**config.mk**
```make
export PLATFORM = sky130hd
export DESIGN_NAME = gray_seq_monitor
export DESIGN_NICKNAME = d
export VERILOG_FILES = /design/src/rtl/gray_pkg.sv /design/src/rtl/gray_to_bin.sv /design/src/rtl/gray_seq_monitor.sv
export SDC_FILE = /design/constraint.sdc
export NUM_CORES = 1
export LEC_CHECK = 0
export CELL_PAD_IN_SITES_DETAIL_PLACEMENT = 1
export CELL_PAD_IN_SITES_GLOBAL_PLACEMENT = 2
export CORE_MARGIN = 3
export CORE_UTILIZATION = 23
export DETAILED_ROUTE_END_ITERATION = 6
export PLACE_DENSITY = 0.62
export SLEW_MARGIN = 20
export SYNTH_ARGS = -nofsm -noshare
export SYNTH_HDL_FRONTEND = slang
export SYNTH_HIERARCHICAL = 1
export SYNTH_SLANG_ARGS = --single-unit
```
**constraint.sdc**
```tcl
create_clock -name Clk -period 2.7 [get_ports Clk]
set_input_delay 0.675 -clock Clk [delete_from_list [all_inputs] [get_ports Clk]]
set_output_delay 0.675 -clock Clk [all_outputs]
set_load 0.05 [all_outputs]
```
**src/rtl/gray_pkg.sv**
```systemverilog
// Shared Gray-code definitions: monitor state encoding and width-generic
// Gray/binary conversions used by producers, monitors and benches.
package gray_pkg;

  localparam int MAX_W = 8;

  typedef enum logic [1:0] {IDLE, TRACK, FAULT} mon_state_e;

  function automatic logic [MAX_W-1:0] width_mask(input int width);
    logic [MAX_W-1:0] ones;
    ones = '1;
    return ones >> (MAX_W - width);
  endfunction

  // Binary is the prefix XOR from the MSB, i.e. the XOR of every right shift of g.
  function automatic logic [MAX_W-1:0] gray2bin(input logic [MAX_W-1:0] g, input int width);
    logic [MAX_W-1:0] gm;
    logic [MAX_W-1:0] b;
    gm = g & width_mask(width);
    b  = gm;
    for (int s = 1; s < MAX_W; s++) b = b ^ (gm >> s);
    return b;
  endfunction

  function automatic logic [MAX_W-1:0] bin2gray(input logic [MAX_W-1:0] b, input int width);
    logic [MAX_W-1:0] bm;
    bm = b & width_mask(width);
    return bm ^ (bm >> 1);
  endfunction

endpackage

```
**src/rtl/gray_to_bin.sv**
```systemverilog
// Combinational Gray-to-binary decoder of parameterised width.
module gray_to_bin
  import gray_pkg::*;
#(
  parameter int WIDTH = 3
) (
  input  logic [WIDTH-1:0] gray,
  output logic [WIDTH-1:0] bin
);

  logic [MAX_W-1:0] bin_full;

  assign bin_full = gray2bin(MAX_W'(gray), WIDTH);
  assign bin      = bin_full[WIDTH-1:0];

endmodule

```
**src/rtl/gray_seq_monitor.sv**
```systemverilog
// Checks that a sampled Gray count only holds or steps forward by one,
// counting legal wraps and latching a sticky error on any illegal step.
module gray_seq_monitor
  import gray_pkg::*;
#(
  parameter int WIDTH  = 3,
  parameter int WRAP_W = 8
) (
  input  logic              Clk,
  input  logic              Reset,
  input  logic              Valid,
  input  logic [WIDTH-1:0]  GrayIn,
  output logic [WIDTH-1:0]  Binary,
  output logic              Locked,
  output logic              Error,
  output logic              Overflow,
  output logic              Wrap,
  output logic [WRAP_W-1:0] WrapCount
);

  mon_state_e        state_q, state_d;
  logic [WIDTH-1:0]  binary_d;
  logic              error_d, overflow_d, wrap_d;
  logic [WRAP_W-1:0] wrap_count_d;
  logic [WIDTH-1:0]  sample_bin;
  logic [WIDTH-1:0]  successor;

  gray_to_bin #(.WIDTH(WIDTH)) u_dec (
    .gray (GrayIn),
    .bin  (sample_bin)
  );

  assign successor = Binary + WIDTH'(1);

  // NOTE: every output is assigned a default first so no path leaves it unassigned and infers a latch.
  always_comb begin
    state_d      = state_q;
    binary_d     = Binary;
    error_d      = Error;
    overflow_d   = Overflow;
    wrap_d       = 1'b0;
    wrap_count_d = WrapCount;
    unique case (state_q)
      IDLE: begin
        if (Valid) begin
          binary_d = sample_bin;
          state_d  = TRACK;
        end
      end
      TRACK: begin
        if (Valid && sample_bin != Binary) begin
          if (sample_bin == successor) begin
            binary_d = sample_bin;
            if (Binary == '1) begin
              wrap_d     = 1'b1;
              overflow_d = 1'b1;
              if (WrapCount != '1) wrap_count_d = WrapCount + WRAP_W'(1);
            end
          end else begin
            error_d = 1'b1;
            state_d = FAULT;
          end
        end
      end
      FAULT: ;
      default: state_d = IDLE;
    endcase
  end

  // NOTE: state registers use non-blocking assignments so all flops update from pre-edge values.
  always_ff @(posedge Clk) begin
    if (Reset) begin
      state_q   <= IDLE;
      Binary    <= '0;
      Locked    <= 1'b0;
      Error     <= 1'b0;
      Overflow  <= 1'b0;
      Wrap      <= 1'b0;
      WrapCount <= '0;
    end else begin
      state_q   <= state_d;
      Binary    <= binary_d;
      Locked    <= (state_d == TRACK);
      Error     <= error_d;
      Overflow  <= overflow_d;
      Wrap      <= wrap_d;
      WrapCount <= wrap_count_d;
    end
  end

endmodule
```
==> summary.md <==
| Metric | Value |
|---|---|
| Starting Density | `0.2438` |
| PD cells | `just under 500 nW/um^2` |
| PortBufs | `20` |
| Number of top-level pins | `21` |
| Worst skew pair latency | `~0.25 ns` |
| Starting DRT DRC Count | `20` |
| WL/cell | `approximately 13 um` |
| Largest net degree at the start of global routing | `14` |
| Vias after detailed routing | `~810` |
| Pins Over Slew Limit | `0` |
| Synthesized instance count | `between 90 and 100` |
| Initial antenna violation count | `0` |
| Antenna Violating Nets Remaining | `0` |
| Pre-antenna DRT Iters | `3` |
| Vias per cell | `between 4 and 5` |
| Gpl congestion | `approximately 0.7` |
| Post-synth cell types | `38` |
| CP endpoint kind | `flip-flop` |
| CTS Sinks | `17` |
| DRC violations left | `0` |
| Worst-Margin Slew | `approximately 0.50 ns` |
| Die Area | `around 4700 sq um` |
| Pre-CTS setup slack | `-0.2701 ns` |
| Synthesized area | `around 910 sq um` |
| Hold Crit Class | `flip-flop to flip-flop` |
| Syn. warnings | `6` |
| Final nets | `~130` |
| FF+latch area | `around 340 sq um` |
| CTS root buffer | `clkbuf_8` |
| Placed insts | `about 160` |
| Synth Register Bits | `17` |
| Crit Path Max Fanout | `6` |
| Final setup fails | `0` |
| CTS tree | `built` |
| Mapped Nets | `around 100` |
| Max Clock Freq | `roughly 380 MHz` |
| Die H | `between 60 and 70 um` |
| Clock buffer depth | `2` |
| # Max-Cap Violations | `0` |
| Drt total wl | `between 2 and 2.5 mm` |
| Fin crit share | `0.9742` |
| Outcome | `finished, final reports clean` |
| H-tree levels | `1` |
| FP Rows | `22` |
| Total CTS buffers | `3` |
| Setup ws final | `around 0.070 ns` |
| Leak Pwr | `0.4607 nW` |
| Hold Fails Final Rpt | `0` |
| Peak VDD IR | `0.2066 mV` |
| Area delta synth->final | `41.16%` |
| Clock skew | `0.001152 ns` |
| Reg2reg path depth | `6` |
| R2R Setup Slk | `about 0.54 ns` |
| Highest-count cells in the layout ignoring fill and taps | `clkdlybuf4s50_1 (20), dfxtp_1 (17), a21oi_1 (8)` |
| Core ar. | `about 3700 sq um` |
| Hold Path End | `Error$_SDFFE_PP0P_` |
| Register area share after synthesis | `0.3757` |
| Reg2Reg Launch Point | `Binary[0]$_SDFFE_PP0P_` |
| Hold_buf cts | `0` |
| Mean Syn Cell Area | `about 9.8 sq um` |
| Number of fill cells in the layout | `approximately 440` |
| Final cell count without fillers | `roughly 170` |
| Period minus WS final | `~2.6 ns` |
| Crit start category | `input port` |
| Global route overflow | `0` |
| Slew headroom | `0.6659` |
| Multi-input gate area | `about 570 sq um` |
| Die W | `68.76 um` |
| Worst-path clk slew | `0.07 ns` |
| Total global-route track usage | `0.1009` |
| Commonest non-fill, non-tap cell in the layout | `clkdlybuf4s50_1` |
| Global-route wire length before repair | `3.574 mm` |
| Worst R2R End | `WrapCount[6]$_SDFFE_PP0P_` |
| HPWL Detailed | `~1.7 mm` |
| Vias in the first global route | `roughly 750` |
| Hold Startpoint | `Error$_SDFFE_PP0P_` |
| CP arrival | `roughly 2.8 ns` |
| Crit Path Category | `input port to flip-flop` |
| Hold path depth | `2` |
| Worst Path Required | `2.88 ns` |
| Antenna cells | `0` |
| Share of layout cells above drive strength 1 | `0.1849` |
registers in the layout (all words and copies together), names as in the netlist:
register   cells
WrapCount      8
Locked         1
Error          1
Wrap           1
Binary         3
Overflow       1
state_q        2
worst max path at each step:
stage	start	to	slack [ns]	cells after the start
6_report	GrayIn[2]	WrapCount[6]$_SDFFE_PP0P_	0.07	6
5_1_grt	GrayIn[2]	WrapCount[4]$_SDFFE_PP0P_	-0.01	6
4_1_cts	GrayIn[2]	WrapCount[5]$_SDFFE_PP0P_	0.0003	6
3_5_place_dp	GrayIn[2]	WrapCount[5]$_SDFFE_PP0P_	-0.27	6
3_3_place_gp	GrayIn[2]	WrapCount[5]$_SDFFE_PP0P_	-0.18	6
2_1_floorplan	Binary[0]$_SDFFE_PP0P_	WrapCount[4]$_SDFFE_PP0P_	0.45	6
metrics by stage:
step	hold slack [ns]	area, sq um	util	TNS (ns)	power, mW
after CTS	0.4675	1232	0.3317	0	0.6339
after detailed placement	0.4560	1187	0.3195	-1.372	0.4352
after global routing	0.4935	1279	0.3441	-0.01557	0.6638
final	0.4570	1279	0.3441	0	0.6282
after floorplan	0.4894	905.9	-	0	0.3887
after global placement	0.4323	1187	0.3195	-0.8649	0.4326
layout make-up:
type / instances / area share
sequential: 17 / 0.2661
multi-input combinational: 68 / 0.4452
inverter: 3 / 0.008806
tap: 48 / 0.04697
timing repair buffer: 27 / 0.1977
clock buffer: 4 / 0.03522
what timing repair did:
action                                  in CTS  in global routing
endpoints found under the setup margin       0                  5
gates resized for setup                      0                  5
buffers inserted                             0                  1
critical path: stages:
cell,delay [ns]
clkdlybuf4s50_1,0.49
xor3_1,0.51
xor2_4,0.25
nand4_2,0.22
or4_1,0.51
a21oi_1,0.16
layer usage:
layer,vias to the layer above,global-route usage,part of all wire
met3,2,0.02107,0.040
met5,-,0,0
li1,405,-,-
met2,12,0.1549,0.46
met1,386,0.1358,0.48
met4,0,0.04380,0.012
power by group:
group | internal (mW) | leakage, nW | switching, mW
clock | 0.105 | 0.0228 | 0.0860
combinational | 0.0693 | 0.300 | 0.0913
sequential | 0.263 | 0.138 | 0.0141
logic make-up after synthesis:
kind of cell | Yosys count | synth area share
AOI/OAI and AO/OA | 20 | 0.1464
xor gates and xnor gates | 7 | 0.1091
adders and majority gates | 3 | 0.04144
buffers and inverters | 7 | 0.03866
DFF | 17 | 0.3757
muxes | 4 | 0.04558
and+or+nand+nor | 34 | 0.2431
cells in the mapped netlist (all sizes together):
library cell,instances,area [sq um]
nand3,4,20.02
a41oi,1,8.760
or4,4,30.03
o311a,1,11.26
o31ai,4,30.03
ha,3,37.54
inv,3,11.26
xnor2,2,32.53
xor3,1,23.77
and4b,1,10.01
nand2,3,11.26
nor4,1,6.260
nor2,6,22.52
nand4b,1,8.760
nand3b,1,7.510
nor3b,1,7.510
nand4,3,25.02
xor2,4,42.55
nand2b,1,6.260
mux2i,3,30.03
clkbuf,2,8.750
o21ai,2,10.01
buf,2,15.01
o21a,1,7.510
and3b,1,8.760
o21bai,1,7.510
mux2,1,11.26
a21oi,8,40.04
nor3,1,5.000
or3,1,6.260
a2111oi,2,17.52
and4,3,32.53
dfxtp,17,340.3
nor2b,2,12.51
Note: power is estimated with default switching activity, not from simulation.
